==> src/rtl/otter_pkg.sv <==
// Shared constants for the OTTER branch-predictor performance monitor:
// opcodes, PC-mux encodings, register offsets and the monitor state type.
package otter_pkg;

   localparam logic [6:0] OP_BRANCH = 7'b1100011;
   localparam logic [6:0] OP_JAL    = 7'b1101111;
   localparam logic [6:0] OP_JALR   = 7'b1100111;

   localparam logic [2:0] PCS_PC4    = 3'd0;
   localparam logic [2:0] PCS_JALR   = 3'd1;
   localparam logic [2:0] PCS_BRANCH = 3'd2;
   localparam logic [2:0] PCS_JAL    = 3'd3;
   localparam logic [2:0] PCS_MTVEC  = 3'd4;
   localparam logic [2:0] PCS_MEPC   = 3'd5;

   localparam logic [4:0] REG_CTRL    = 5'h00;
   localparam logic [4:0] REG_INSTRET = 5'h04;
   localparam logic [4:0] REG_BRANCH  = 5'h08;
   localparam logic [4:0] REG_TAKEN   = 5'h0C;
   localparam logic [4:0] REG_MISPRED = 5'h10;
   localparam logic [4:0] REG_JUMP    = 5'h14;

   localparam int unsigned WINDOW_BYTES = 32;
   localparam int unsigned NUM_EVENTS   = 5;

   typedef enum logic {
      RUN  = 1'b0,
      HOLD = 1'b1
   } bpmon_state_t;

endpackage

==> src/rtl/sat_counter32.sv <==
// 32-bit event counter that sticks at all-ones instead of wrapping.
// Clear has priority over increment; reset has priority over both.
module sat_counter32 (
   input  logic        clk,
   input  logic        rst_n,
   input  logic        inc,
   input  logic        clr,
   output logic [31:0] count
);

   always_ff @(posedge clk) begin
      if (!rst_n) begin
         count <= 32'd0;
      end else if (clr) begin
         count <= 32'd0;
      end else if (inc && (count != 32'hFFFF_FFFF)) begin
         count <= count + 32'd1;
      end
   end

endmodule

==> src/rtl/bp_perf_counter.sv <==
// Memory-mapped branch-predictor performance monitor: classifies each commit,
// counts events in saturating counters and exposes snapshot copies on the IOBUS.
module bp_perf_counter
   import otter_pkg::*;
#(
   parameter logic [31:0] BASE_ADDR = 32'h1100_0100
) (
   input  logic        CLK,
   input  logic        RST,
   input  logic        data_valid,
   input  logic [6:0]  opcode,
   input  logic [2:0]  pcSource,
   input  logic        pred_taken,
   input  logic [31:0] IOBUS_ADDR,
   input  logic [31:0] IOBUS_OUT,
   input  logic        IOBUS_WR,
   output logic [31:0] rd_data,
   output logic        hit
);

   bpmon_state_t state;
   logic         en;

   logic [31:0] offset;
   logic        in_window;
   logic        wr_ctrl;
   logic        do_clr;
   logic        do_snap;

   logic        count_en;
   logic        is_trap;
   logic        is_branch;
   logic        actual_taken;
   logic [NUM_EVENTS-1:0] inc;

   logic [31:0] live   [NUM_EVENTS];
   logic [31:0] shadow [NUM_EVENTS];

   logic unused_bits;

   assign offset    = IOBUS_ADDR - BASE_ADDR;
   assign in_window = offset < 32'(WINDOW_BYTES);
   assign wr_ctrl   = IOBUS_WR && (IOBUS_ADDR == BASE_ADDR);
   assign do_clr    = wr_ctrl && IOBUS_OUT[1];
   assign do_snap   = wr_ctrl && IOBUS_OUT[2];

   assign unused_bits = ^{IOBUS_OUT[31:3], offset[31:5]};

   // Trap entry/return commits are plain retirements, never control-flow events.
   assign count_en     = data_valid && (state == RUN);
   assign is_trap      = (pcSource == PCS_MTVEC) || (pcSource == PCS_MEPC);
   assign is_branch    = (opcode == OP_BRANCH) && !is_trap;
   assign actual_taken = (pcSource == PCS_BRANCH);

   assign inc[0] = count_en;
   assign inc[1] = count_en && is_branch;
   assign inc[2] = count_en && is_branch && actual_taken;
   assign inc[3] = count_en && is_branch && (pred_taken != actual_taken);
   assign inc[4] = count_en && !is_trap && ((opcode == OP_JAL) || (opcode == OP_JALR));

   sat_counter32 u_instret (.clk(CLK), .rst_n(RST), .inc(inc[0]), .clr(do_clr), .count(live[0]));
   sat_counter32 u_branch  (.clk(CLK), .rst_n(RST), .inc(inc[1]), .clr(do_clr), .count(live[1]));
   sat_counter32 u_taken   (.clk(CLK), .rst_n(RST), .inc(inc[2]), .clr(do_clr), .count(live[2]));
   sat_counter32 u_mispred (.clk(CLK), .rst_n(RST), .inc(inc[3]), .clr(do_clr), .count(live[3]));
   sat_counter32 u_jump    (.clk(CLK), .rst_n(RST), .inc(inc[4]), .clr(do_clr), .count(live[4]));

   // State follows EN on the write edge, so a commit in that cycle still counts.
   always_ff @(posedge CLK) begin
      if (!RST) begin
         state <= RUN;
         en    <= 1'b1;
      end else if (wr_ctrl) begin
         en    <= IOBUS_OUT[0];
         state <= IOBUS_OUT[0] ? RUN : HOLD;
      end
   end

   always_ff @(posedge CLK) begin
      if (!RST || do_clr) begin
         for (int i = 0; i < NUM_EVENTS; i++) begin
            shadow[i] <= 32'd0;
         end
      end else if (do_snap) begin
         for (int i = 0; i < NUM_EVENTS; i++) begin
            shadow[i] <= live[i];
         end
      end
   end

   always_ff @(posedge CLK) begin
      if (!RST) begin
         rd_data <= 32'd0;
         hit     <= 1'b0;
      end else begin
         hit     <= in_window;
         rd_data <= 32'd0;
         if (in_window) begin
            case (offset[4:0])
               REG_CTRL:    rd_data <= {28'd0, (state == HOLD), 2'b00, en};
               REG_INSTRET: rd_data <= shadow[0];
               REG_BRANCH:  rd_data <= shadow[1];
               REG_TAKEN:   rd_data <= shadow[2];
               REG_MISPRED: rd_data <= shadow[3];
               REG_JUMP:    rd_data <= shadow[4];
               default:     rd_data <= 32'd0;
            endcase
         end
      end
   end

endmodule

==> config.mk <==
export PLATFORM = sky130hd
export DESIGN_NAME = bp_perf_counter
export DESIGN_NICKNAME = d
export VERILOG_FILES = /design/src/rtl/otter_pkg.sv /design/src/rtl/sat_counter32.sv /design/src/rtl/bp_perf_counter.sv
export SDC_FILE = /design/constraint.sdc
export NUM_CORES = 1
export LEC_CHECK = 0
export CORE_ASPECT_RATIO = 2
export CORE_MARGIN = 8
export CORE_UTILIZATION = 40
export DETAILED_ROUTE_END_ITERATION = 7
export HOLD_SLACK_MARGIN = 0.06
export PLACE_DENSITY = 0.71
export SLEW_MARGIN = 5
export SYNTH_ARGS = -nofsm -noshare
export SYNTH_HDL_FRONTEND = slang
export SYNTH_SLANG_ARGS = --single-unit
==> constraint.sdc <==
create_clock -name CLK -period 6.8 [get_ports CLK]
set_input_delay 1.7 -clock CLK [delete_from_list [all_inputs] [get_ports CLK]]
set_output_delay 1.7 -clock CLK [all_outputs]
set_load 0.005 [all_outputs]
==> impl.org, run 1 <==
** Outcome
- The run finished with clean final reports.

** Timing
- In the final timing run, aggregate negative setup slack is 0 ns.
- Worst-Margin Slew :: ~1.1 ns
- Post-Route Skew :: approximately 0.013 ns
- Final worst path period share :: about 70%
- The count of pins over their slew limit was 0.
- The count of final hold-check violations is 0.
- Setup violations remaining at the end of the flow were counted as 0.
- RSZ-0062 raised after global routing :: no
- The routed design could run at a clock period as short as 4.73 ns.
- Static timing analysis puts the maximum clock frequency at 211 MHz.
- Headroom to the max-slew limit came out at ~27%.

** Clock tree
- Library cell used as clock root buffer :: sky130_fd_sc_hd__clkbuf_16
- Clock latency on the worst-skew pair, taken at its later pin, is just under 0.6 ns.
- After clock tree synthesis, the clock-pin slew on the worst setup and hold paths is about 0.070 ns.
- Cells resized by post-CTS repair :: 0
- The clock net in this run drives a total of 355 sinks.
- TritonCTS built the clock tree.
- CTS HTree Levels :: 1
- Buffers inserted during post-CTS setup optimization :: 0
- TritonCTS created 31 clock buffers.
- Clock Tree Buf Depth :: 3
- Hold repair after CTS inserted 0 buffers.

** Final layout
- The top cell types in the final layout, fill and taps aside, are sky130_fd_sc_hd__dfxtp_1 (195), sky130_fd_sc_hd__a21oi_1 (170), sky130_fd_sc_hd__and2_1 (165), sky130_fd_sc_hd__edfxtp_1 (160), sky130_fd_sc_hd__nor2_1 (106).
- Summing all non-filler instances in the final layout gives an area of between 15,000 and 20,000 um2.
- Ant. Diodes :: 0
- The multi-input combinational cells in the finished layout cover a total of around 7700 um2.
- Layout overhead on the synthesized area :: 14.6%
- Count of nets after finishing :: approximately 1,800
- Fraction of layout instances using a drive strength above 1 :: under 10%
- The filler cells instantiated in the layout total about 3,800.
- Measured on the finished design, the core utilization comes to a little under half.
- Sequential cell area :: 8710 um2
- Leading cell type in the layout, fill and taps excluded :: sky130_fd_sc_hd__dfxtp_1

** Synthesis
- Dividing the synthesized area by the synthesized cell count gives approximately 10 um2.
- Yosys cell types :: 61
- Count of mapped cells out of synthesis :: 1,693
- Share of the yosys chip area belonging to registers :: approximately half
- The cell area that synthesis handed to floorplanning was ~17,000 um2.
- Mapped Nets :: 1,777
- In the synthesized netlist the async set-or-reset flop fraction comes to 0%.
- For this run, the leading register cell type out of synthesis is sky130_fd_sc_hd__dfxtp_1.
- The synthesized design contains between 300 and 400 register bits.
- Post-synth EDFFs :: between 150 and 200
- Yosys warning total :: 0

** Worst hold path
- The worst hold path belongs to the class flop to flop.

** Setup path
- For the worst setup path, the data arrival time is between 5 and 6 ns.
- For flop-to-flop paths, the worst setup slack is between 3 and 4 ns.
- The most critical setup path has its endpoint at shadow[0][134].
- In this run the worst path has a maximum fanout of 27.
- The worst setup path is of the primary input to flop kind.
- STA puts the critical path data required time at about 7.1 ns.
- The worst register-to-register path begins at state.
- In this run the worst setup path begins at IOBUS_ADDR[17].
- The worst setup path is launched from a primary input.
- STA classifies the critical path endpoint as a flop.
- Slowest CP cell :: sky130_fd_sc_hd__nor3_4
- Crit-path cells :: clkdlybuf4s50_1 > nor4_2 > nand4_2 > or4_4 > nor3_4 > and2_1
- For this run, the slowest stage of the critical path takes 0.89 ns.
- R2R cell count :: 5
- The endpoint identified for the worst register-to-register timing path is u_branch.count[23].

** Drt
- Dividing the detail-routed wire length by the instance count gives between 20 and 25 um.
- The routed design has between 40,000 and 50,000 um of wire.
- Remaining design rule violation count :: 0
- The detail route stage leaves a number of antenna-violating nets equal to 0.
- Iteration-0 DRC Markers :: between 1,000 and 1,500
- Using the TritonRoute via totals, the vias-per-cell ratio works out to around 6.
- Vias after detailed routing :: 13,900
- The pre-antenna-repair detailed-routing pass consisted of 5 iterations.

** Die
- Num rows :: between 100 and 150
- Die Y-Extent :: between 300 and 400 um
- Pin placement for this block handled roughly 110 I/O pins.
- Starting utilization of the core area :: around 40%
- Die boundary width :: around 160 um
- Area of the die :: between 40,000 and 50,000 um2
- Core region area :: around 42,000 um2

** Global route
- Antenna violations before repair :: 0
- The first global-routing pass estimated ~75,000 um of wire.
- The via count of the first global-routing pass came to roughly 13,000.
- Global routing usage summed across all routing layers :: 19.2%
- For this run the aggregate overflow at the end of global routing stands at 0.
- Largest net degree at the start of global routing :: approximately 160

** Power
- In this run the power density over the cells is 227 nW/um2.
- Across the VDD grid, the largest voltage drop is 0.164 mV.
- Leak Pwr :: around 6.1 nW

** Run
- Max Cap Violations :: 0

** Placed design
- Total of buffers placed on input and output ports :: 82
- Area after detailed placement :: approximately 18,000 um2
- Routability cong. :: 0.926
- Detailed Place HPWL :: roughly 36,000 um
worst min-delay path by stage:
stage                 startpoint                 to  slack, ns  cells past startpoint
3_5_place_dp                  en                 en       0.47                      2
6_report                      en                 en       0.50                      2
2_1_floorplan                 en                 en       0.44                      2
3_3_place_gp   u_taken.count[16]  u_taken.count[16]       0.47                      2
4_1_cts                       en                 en       0.49                      2
5_1_grt        u_taken.count[16]  u_taken.count[16]       0.52                      2
synthesized netlist by cell type (all sizes together), types with 4 or more instances:
library cell  instances  share of area [%]
and4b                 5               0.30
nand2                73                1.6
nor4                 33                1.4
edfxtp              160                 29
dfxtp               195                 23
nand4                76                2.9
xor2                  5               0.26
a2111oi              12               0.62
ha                    5               0.37
nor2                106                2.4
nor4b                 4               0.21
xnor2                38                2.0
buf                  22               0.80
a31oi                12               0.45
a21oi               170                5.1
nand3                65                1.9
a211oi               10               0.45
o21ai                44                1.3
nor3                 27               0.87
or2                   8               0.30
a221oi               32                1.7
clkbuf               84                1.9
and3                 45                1.7
or3                  47                1.7
and4                 31                1.6
or4                  68                3.1
o31ai                64                2.9
mux2i                36                2.1
inv                  14               0.31
o2111ai               6               0.31
and2                165                6.1
nand2b                5               0.19
layer usage:
| metal | vias up | GRT usage [%] | wire length (um) |
|---|---|---|---|
| li1 | 6526 | - | - |
| met1 | 6795 | 17.7 | 16200 |
| met2 | 438 | 36.8 | 26800 |
| met3 | 151 | 2.19 | 1950 |
| met4 | 0 | 15.8 | 4190 |
| met5 | - | 0 | 0 |
through the flow:
stage	hold slack, ns	power (mW)	instances	setup slack [ns]
3_3_place_gp	0.466	2.50	2237	1.54
3_5_place_dp	0.470	2.50	2237	1.55
2_1_floorplan	0.437	2.42	1693	1.33
6_report	0.498	4.39	2294	2.07
4_1_cts	0.495	4.40	2294	2.13
5_1_grt	0.520	4.50	2294	1.90
power by group:
part           internal (mW)  switching [mW]
logic                 0.0609           0.112
registers               2.27          0.0155
clock network           1.11           0.819
total                   3.44           0.947
flip-flops by register name (all words and copies together), names as in the netlist:
signal,count
en,1
hit,1
rd_data,32
shadow,160
state,1
u_branch.count,32
u_instret.count,32
u_jump.count,32
u_mispred.count,32
u_taken.count,32
cell families after synthesis:
kind of cell             Yosys count  share of synthesized area, %
AO/OA/AOI/OAI                    362                          13.4
AND/OR/NAND/NOR                  771                          27.0
flip-flops                       355                          51.8
buffers and inverters            120                          2.99
XOR/XNOR                          43                          2.24
multiplexers                      37                          2.21
adder cells (fa/ha/maj)            5                         0.372
worst max-delay path, delay by kind of cell:
| kind | cells | cell delay, ns |
|---|---|---|
| simple gates | 5 | 2.83 |
| buf+inv | 1 | 0.50 |
final cells by class:
class                           count  share of cell area, %
Clock buffer                       36                   4.34
Multi-Input combinational cell   1218                   39.7
Tap cell                          540                   3.51
Timing Repair Buffer              110                   5.56
Inverter                           14                  0.273
Clock inverter                     21                   1.41
Sequential cell                   355                   45.2
No activity file was read; power rests on OpenSTA's default activity.
==> run 2, diff against run 1 <==
==> constraint.sdc (replaced) <==
create_clock -name CLK -period 4.15 [get_ports CLK]
set_input_delay 1.0375 -clock CLK [delete_from_list [all_inputs] [get_ports CLK]]
set_output_delay 1.0375 -clock CLK [all_outputs]
set_load 0.005 [all_outputs]
==> run 2 against run 1 <==
Effect of this change: power rose by 59%; cell area rose by 0.65%; wire length grew 0.45%; global-route usage is 0.33 points higher; flip-flop and latch count did not move; utilization up 0.30 points; critical endpoint is now shadow[0][159]; via count increased by 0.68%; die area unchanged; combinational power rose by 67%; setup slack got worse by 1.2 ns; final cell count up 0.96%.
==> impl.org, run 2 (synthesis results as in run 1) <==
** Drt
- Iteration-0 DRC Markers :: 945 (-5.6%)
- DR pass1 iterations :: 5 (unchanged)
- Antenna-violating nets left :: 0 (unchanged)
- The via density per instance was 6.05 (-0.28%).
- Vias after detailed routing :: 14,000 (+0.68%)
- The final routed wirelength across all metal layers is 49,400 um (+0.45%).
- Remaining design rule violation count :: 0 (unchanged)
- Average detailed-routed wire length per instance :: 21.3 um (-0.50%)

** Timing
- Final-layout setup total negative slack :: 0 ns (unchanged)
- For this run, the top clock speed supported by timing is a little over 300 MHz.
- Final Hold Vio Count :: 0 (unchanged)
- Worst-Margin Slew :: 1.11 ns (+0.0186 ns)
- The relative max-transition margin came to 26.0% (-1.1 points).
- The final critical path takes up about four fifths of the cycle.
- Tmin final :: 3.26 ns
- RSZ-0062 raised after global routing :: no
- Post-Route Skew :: 0.0170 ns (+0.00412 ns)
- Total setup violations reported at the end of the flow :: 0 (unchanged)
- The count of pins over their slew limit is 0 (unchanged).

** Setup path
- The arrival time at the worst endpoint is 3.71 ns (-1.36 ns).
- CP Class :: primary input to flop
- The worst setup path is launched from a primary input.
- Maximum fanout encountered on the critical timing path :: 52 (+93%)
- Crit-path cells :: clkdlybuf4s50_1 > or2_0 > or4_4 > or4_4 > nor3_4 > buf_12 > and2_1
- The largest incremental delay on the critical path was 0.54 ns (-0.35 ns).
- The cell that appears most often on the critical path is sky130_fd_sc_hd__or4_4.
- Worst EP required :: 4.60 ns (-2.54 ns)
- CP endpoint kind :: flop
- Slowest CP cell :: sky130_fd_sc_hd__or4_4

** Final layout
- Final core utilization :: 46.6% (+0.30 points)
- Largest Register :: shadow
- Sequential cell area :: 8710 um2 (unchanged)
- Leading cell type in the layout, fill and taps excluded :: sky130_fd_sc_hd__dfxtp_1
- Count of nets after finishing :: 1,834 (+1.1%)
- Max reg flops :: 160 (unchanged)
- Layout Cell Area excl Fill :: 19,400 um2 (+0.65%)
- Area of combinational cells with multiple inputs :: 7660 um2 (unchanged)
- The library cells used most frequently in the layout, excluding fill and tap cells, are sky130_fd_sc_hd__dfxtp_1 (195), sky130_fd_sc_hd__a21oi_1 (170), sky130_fd_sc_hd__and2_1 (165), sky130_fd_sc_hd__edfxtp_1 (160), sky130_fd_sc_hd__nor2_1 (106).
- Layout overhead on the synthesized area :: 15.4%
- The fraction of final layout cells with drive strength greater than 1 is 7.16% (+0.94 points).
- The final-layout fill cell count is 3,887 (+1.8%).

** Clock tree
- Cells resized by post-CTS repair :: 0 (unchanged)
- TritonCTS built the clock tree.
- CTS HTree Levels :: 1 (unchanged)
- The total setup buffers inserted after CTS was 0 (unchanged).
- Number of clock buffers inserted by TritonCTS :: 30 (-3.2%)
- In this run the clock root is driven by a sky130_fd_sc_hd__clkbuf_16.
- The buffer levels on the longest clock path was 3 (unchanged).
- The number of hold buffers added after cts came to 0 (unchanged).
- The insertion delay of the later-clocked pin in the worst-skew pair was 0.58 ns (about the same).
- Number of sinks handled by clock tree synthesis :: 355 (unchanged)
- The clock-pin slew on the worst setup and hold paths is 0.07 ns (about the same).

** Global route
- Largest net degree at the start of global routing :: 67 (-58%)
- Wire length of the first global-routing pass :: 76,000 um (+1.6%)
- The via count of the first global-routing pass is 14,000 (+3.7%).
- Antenna violations before repair :: 2 (+2)
- The total track usage came to 19.5% (+0.33 points).
- Grt ovf :: 0 (unchanged)

** Power
- Power Density :: 359 nW/um2 (+58%)
- The leakage power of the design was 6.16 nW (+1.3%).
- Max rail drop VDD :: 0.257 mV (+57%)

** Die
- Die boundary width :: 161 um (unchanged)
- The number of rows created at floorplan came to 106 (unchanged).
- Starting utilization of the core area :: 40.4% (unchanged)
- The floorplan core area is 41,600 um2 (unchanged).
- The die area came to 49,300 um2 (unchanged).
- The vertical die dimension came to 306 um (unchanged).
- I/O pin total :: 112 (unchanged)

** Placed design
- The count of port buffers added during placement is 82 (unchanged).
- The total cell area at the placement stage was 18,400 um2 (+1.1%).
- Detailed Place HPWL :: 36,200 um (+0.98%)
- The last weighted congestion value of the routability-driven placer was 0.873 (-5.7%).

** Worst hold path
- The worst hold path belongs to the class flop to flop.

** Outcome
- The flow ran to the end, and the final reports show no timing, DRC or antenna violations.

** Run
- The number of max-cap violations was 0 (unchanged).
==> run 2: cell type report <==
| cell class | instances | area share (%) |
|---|---|---|
| Clock buffer | 39 | 4.36 |
| Antenna cell | 2 | 0.0258 |
| Inverter | 14 | 0.271 |
| Multi-Input combinational cell | 1218 | 39.5 |
| Tap cell | 540 | 3.48 |
| Timing Repair Buffer | 131 | 6.59 |
| Clock inverter | 17 | 0.896 |
| Sequential cell | 355 | 44.9 |
==> run 2: report_power, final <==
part / internal [mW] / total (mW) / leakage [nW] / switching [mW]
Clock: 1.63 / 2.93 / 0.491 / 1.30
Sequential: 3.71 / 3.74 / 3.14 / 0.0260
Combinational: 0.109 / 0.289 / 2.53 / 0.180
Total: 5.45 / 6.96 / 6.16 / 1.51
==> run 2: path summary, 6_finish.rpt <==
path | endpoint | slack (ns) | cells after the start | from
worst max register to register | u_taken.count[7] | 1.40 | 6 | u_taken.count[9]
worst max-delay path | shadow[0][159] | 0.89 | 7 | IOBUS_ADDR[23]
worst min register to register | en | 0.47 | 2 | en
worst min-delay path | en | 0.47 | 2 | en
==> run 2: routing by layer <==
layer  global-route usage, %  up-vias  routed length [um]
li1                        -     6577                   -
met1                    18.0     6815               16100
met2                    38.3      463               27300
met3                    2.00      149                2140
met4                    14.5        0                3870
met5                       0        -                   0
==> run 2: through the flow <==
stage	power (mW)	hold slack [ns]	worst slack, ns	std cells
after floorplan	3.96	0.437	0.227	1693
after global placement	4.10	0.455	0.335	2258
after detailed placement	4.11	0.458	0.316	2258
after CTS	7.01	0.476	0.914	2314
after global routing	7.16	0.511	0.797	2316
final	6.96	0.475	0.885	2316
==> run 2: worst max-delay path, delay by kind of cell <==
kind,cells,cell delay (ns)
AND/OR/NAND/NOR,5,1.94
buffers and inverters,2,0.69
